### config.mk
export PLATFORM = sky130hd
export DESIGN_NAME = wb_arbiter
export DESIGN_NICKNAME = d
export VERILOG_FILES = /design/src/rtl/wb_arbiter.sv
export SDC_FILE = /design/constraint.sdc
export NUM_CORES = 1
export LEC_CHECK = 0
export CAP_MARGIN = 15
export CORE_ASPECT_RATIO = 1.25
export CORE_MARGIN = 2
export CORE_UTILIZATION = 25
export CTS_CLUSTER_SIZE = 10
export DETAILED_ROUTE_END_ITERATION = 8
export SYNTH_ARGS = -nofsm -noshare
export SYNTH_HDL_FRONTEND = slang
export SYNTH_SLANG_ARGS = --single-unit
export TNS_END_PERCENT = 50
### constraint.sdc
create_clock -name clk_i -period 3 [get_ports clk_i]
set_input_delay 0.3 -clock clk_i [delete_from_list [all_inputs] [get_ports clk_i]]
set_output_delay 0.3 -clock clk_i [all_outputs]
set_load 0.02 [all_outputs]
### src/rtl/wb_arbiter.sv
// wb_arbiter: writeback arbiter merging ALU results with queued load returns into one register file write per cycle
// Optional load-destination scoreboard enabled by defining WB_SCOREBOARD_EN.
module wb_arbiter #(
  parameter int DATA_WIDTH = 32,
  parameter int LQ_DEPTH = 2
) (
  input  logic                  clk_i,
  input  logic                  rst_n_i,
  input  logic                  alu_valid_i,
  input  logic [4:0]            alu_rd_i,
  input  logic [DATA_WIDTH-1:0] alu_data_i,
  output logic                  alu_stall_o,
  input  logic                  lsu_valid_i,
  output logic                  lsu_ready_o,
  input  logic [4:0]            lsu_rd_i,
  input  logic [DATA_WIDTH-1:0] lsu_data_i,
  input  logic                  iss_load_i,
  input  logic [4:0]            iss_rd_i,
  input  logic [4:0]            chk_rs1_i,
  input  logic [4:0]            chk_rs2_i,
  output logic                  hazard_o,
  output logic [4:0]            w_addr_o,
  output logic [DATA_WIDTH-1:0] din_o
);
  localparam int AW = $clog2(LQ_DEPTH);
  localparam int CW = $clog2(LQ_DEPTH + 1);
  logic [4:0]            q_rd   [LQ_DEPTH];
  logic [DATA_WIDTH-1:0] q_data [LQ_DEPTH];
  logic [AW-1:0]         wr_ptr, rd_ptr;
  logic [CW-1:0]         count;
  logic                  full, alu_req, alu_win, push, pop;
  logic [4:0]            head_rd;
  assign full        = count == CW'(LQ_DEPTH);
  assign lsu_ready_o = !full;
  assign alu_req     = alu_valid_i && alu_rd_i != 5'd0;
  assign alu_stall_o = full && alu_req;
  assign alu_win     = alu_req && !full;
  assign push        = lsu_valid_i && lsu_ready_o && lsu_rd_i != 5'd0;
  assign pop         = full || (!alu_req && count != '0);
  assign head_rd     = q_rd[rd_ptr];
  always_ff @(posedge clk_i) begin
    if (push) begin
      q_rd[wr_ptr]   <= lsu_rd_i;
      q_data[wr_ptr] <= lsu_data_i;
    end
  end
  always_ff @(posedge clk_i or negedge rst_n_i) begin
    if (!rst_n_i) begin
      wr_ptr   <= '0;
      rd_ptr   <= '0;
      count    <= '0;
      w_addr_o <= '0;
      din_o    <= '0;
    end else begin
      wr_ptr   <= push ? wr_ptr + AW'(1) : wr_ptr;
      rd_ptr   <= pop ? rd_ptr + AW'(1) : rd_ptr;
      count    <= count + CW'(push) - CW'(pop);
      w_addr_o <= alu_win ? alu_rd_i : pop ? head_rd : 5'd0;
      din_o    <= alu_win ? alu_data_i : pop ? q_data[rd_ptr] : '0;
    end
  end
`ifdef WB_SCOREBOARD_EN
  // Bit 0 is forced low so x0 can never report a hazard.
  logic [31:0] pending, set_mask, clr_mask;
  assign set_mask = iss_load_i ? 32'd1 << iss_rd_i : 32'd0;
  assign clr_mask = pop ? 32'd1 << head_rd : 32'd0;
  always_ff @(posedge clk_i or negedge rst_n_i) begin
    if (!rst_n_i) pending <= '0;
    else pending <= ((pending & ~clr_mask) | set_mask) & 32'hFFFF_FFFE;
  end
  assign hazard_o = pending[chk_rs1_i] || pending[chk_rs2_i];
`else
  logic unused_sb;
  assign unused_sb = ^{iss_load_i, iss_rd_i, chk_rs1_i, chk_rs2_i};
  assign hazard_o  = 1'b0;
`endif
endmodule

==> results.py <==
metrics = {
    "yosys": {
        "yosysTopAreaCell": "edfxtp_1",
        "synth_top_area_share_pct": 52.11,
        "synth_cell_types": 24,
        "syn_avg_cell_area_um2": 19.04,
        "synth_mux_area_share_pct": 8.685,
        "synthXorXnorAreaFrac_pct": 0.8216,
        "yosys_register_bits": 115,
        "synth_compound_area_share_pct": 9.947,
        "synth_fp_nets": 320,
        "yosys_warnings": 0,
        "synth_area_leaders": "edfxtp_1 52%, dfrtp_1 24%, mux2i_1 8.7%, o2bb2ai_1 5.8%, o2bb2ai_2 3.2%",
        "synth_top_family_by_area": "compound AO/OA/AOI/OAI gates",
        "synth-simple-area-share_pct": 1.555,
        "synth_seq_area_share_pct": 76.17,
        "yosys.area_share.adder_pct": 0.5869,
        "synthCells": 224,
        "syn-cell-area_um2": 4264,
    },
    "die": {
        "io_pins": 134,
        "die-area_um2": 18120,
        "coreArea_um2": 16780,
        "rows": 53,
        "dieHeight_um": 150.0,
        "fp.dieW_um": 120.8,
        "start_util_pct": 25.42,
    },
    "hold_path": {
        "hp-class": "input port to asynchronous set/reset pin",
    },
    "sta": {
        "period_share_pct": 74.30,
        "finalSetupTns_ns": 0,
        "tightest_slew_ns": 0.9284,
        "min_period_ns": 2.229,
        "slew_violations": 0,
        "fin_worst_skew_ns": 0.006891,
        "fmax_mhz": 448.6,
        "rsz0062_at_grt": "no",
        "setup-violations-final": 0,
        "slew_headroom_pct": 38.10,
        "hold_viol_final": 0,
    },
    "final_layout": {
        "register_area_um2": 3249,
        "drive_gt1_share_pct": 14.63,
        "multi_input_area_um2": 939.7,
        "final_util_pct": 37.22,
        "fin_area_um2": 6245,
        "diodes": 0,
        "fin_nets": 452,
        "final.fill_count": 1563,
        "syn_to_final_growth_pct": 46.45,
    },
    "clock_network": {
        "h-tree-depth": 4,
        "numCtsBuffers": 17,
        "clk_pin_slew_ns": 0.06,
        "post-cts-setup-buffers": 0,
        "cts_resized": 0,
        "clock_path_buffers": 2,
        "clock_latency_ns": 0.41,
        "clock-sinks": 115,
        "hold_buffers": 0,
        "root_buffer": "clkbuf_16",
        "cts_tree": "done",
    },
    "critical_path": {
        "r2r-start": "count[0]",
        "worstSetupPathType": "flop to output pin",
        "critPathMaxFanout": 6,
        "r2r-end": "count[1]",
        "crit_chain": "nand2b_1, nor3b_1, clkdlybuf4s50_1",
        "worstPathArrival_ns": 1.93,
        "r2r_slack_ns": 1.18,
        "worst-path-buf-inv": 1,
        "critPathLaunchType": "flop",
        "cp_slowest_cell": "clkdlybuf4s50_1",
        "endpoint_kind": "output pin",
        "worst-endpoint-required_ns": 2.70,
        "slowest_delay_ns": 0.63,
        "r2r_cells": 7,
        "critPathTopFamily": "buffers and inverters",
    },
    "power": {
        "p_clk_share_pct": 28.5,
        "seq_power_share_pct": 39.6,
        "leakage_nw": 2.300,
        "finalPower_mw": 6.219,
        "powerDensity_nw_per_um2": 995.9,
        "power.switching_mw": 1.991,
        "irDropWorstVdd_mv": 0.4063,
        "internal-power_mw": 4.228,
        "swShare_pct": 32.02,
        "comb_power_share_pct": 31.9,
    },
    "placement": {
        "portBuffers": 116,
        "place_area_um2": 5684,
        "gp_congestion": 0.6894,
        "dp_hpwl_um": 6151,
    },
    "run": {
        "maxCapViolations": 0,
    },
    "drt": {
        "routedWlPerCell_um": 15.99,
        "drc_errors": 0,
        "wl_um": 9418,
        "via_per_inst": 4.119,
        "first_iter_violations": 115,
        "vias": 2426,
        "postRouteAntennaNets": 0,
        "firstDrtPassIters": 4,
    },
    "grt": {
        "overflow": 0,
        "grt_pass1_wl_um": 14610,
        "grtUsageTotal_pct": 11.12,
        "grt_max_degree": 42,
        "antenna_found_initial": 0,
        "grt_pass1_vias": 2803,
    },
    "run_status": {
        "run_status": "completed",
    },
}
## power groups by stage
stage | Sequential, mW | Clock [mW] | Combinational [mW]
6_report | 2.46 | 1.77 | 1.99
3_3_place_gp | 2.48 | 0 | 2.00
5_1_grt | 2.52 | 1.91 | 2.15
2_1_floorplan | 2.69 | 0 | 0.910
3_5_place_dp | 2.50 | 0 | 2.03
4_1_cts | 2.47 | 1.83 | 2.03
## per-stage QoR
| stage | hold WS, ns | instances | setup WS, ns |
|---|---|---|---|
| 2_1_floorplan | 0.004409 | 224 | 0.08529 |
| 3_3_place_gp | 0.4626 | 555 | 0.4860 |
| 3_5_place_dp | 0.4735 | 555 | 0.4680 |
| 4_1_cts | 0.1152 | 587 | 0.7297 |
| 5_1_grt | 0.3429 | 589 | 0.6129 |
| 6_report | 0.3123 | 589 | 0.7710 |
## kinds of logic after synthesis
kind of cell,after synthesis
xor+xnor,4
other cells,1
fa+ha+maj,2
flops,115
mux,37
compound gates,40
buf+inv,15
simple gates,10
## cell usage after synthesis
library cell / n
and2_0: 1
clkbuf_1: 1
dfrtp_1: 41
nor3_1: 1
o2bb2ai_1: 28
or4_1: 1
nor2_1: 2
o311a_4: 1
or3_4: 1
edfxtp_1: 74
nand2b_1: 2
ha_1: 2
mux2i_1: 37
conb_1: 1
or3b_1: 1
o211ai_2: 1
buf_6: 3
nor3b_1: 1
o211a_1: 1
buf_4: 1
buf_2: 7
o2bb2ai_2: 9
inv_1: 3
xnor2_1: 4
## worst max-delay path by stage
stage / endpoint / depth (start not counted) / start / slack (ns)
6_report: alu_stall_o / 3 / count[0] / 0.77
5_1_grt: alu_stall_o / 3 / count[0] / 0.61
4_1_cts: alu_stall_o / 3 / count[0] / 0.73
3_5_place_dp: count[1] / 8 / lsu_rd_i[0] / 0.47
3_3_place_gp: count[1] / 8 / lsu_rd_i[0] / 0.49
2_1_floorplan: q_data[0][0] / 3 / count[0] / 0.09
## metal layers
layer	vias up	part of all wire, %	track usage (%)
met3	14	4.5	3.468
met2	76	53	19.29
met4	0	2.4	5.988
met1	1194	40	12.06
li1	1142	-	-
met5	-	0	0
## layout make-up
class                      instances  area share (%)
sequential                       115           52.03
timing repair buffer             125           19.84
multi-input combinational         94           15.05
clock buffer                      19           7.093
tap                              220           4.408
clock inverter                    13           1.403
inverter                           3          0.1803
## cell usage in the layout (no fill, tap or decap), types with 3 or more instances in the layout
cell type / instances
clkinvlp_4: 7
clkdlybuf4s50_1: 115
buf_4: 7
dfrtp_1: 40
mux2i_1: 37
o2bb2ai_2: 9
inv_1: 3
clkbuf_16: 17
xnor2_1: 4
edfxtp_1: 74
o2bb2ai_1: 28
## registers in the layout, indices dropped and copies added, names as in the netlist
register / cells
wr_ptr: 1
q_rd: 10
count: 2
din_o: 32
q_data: 64
rd_ptr: 1
w_addr_o: 5
Note: power is estimated with default switching activity, not from simulation.
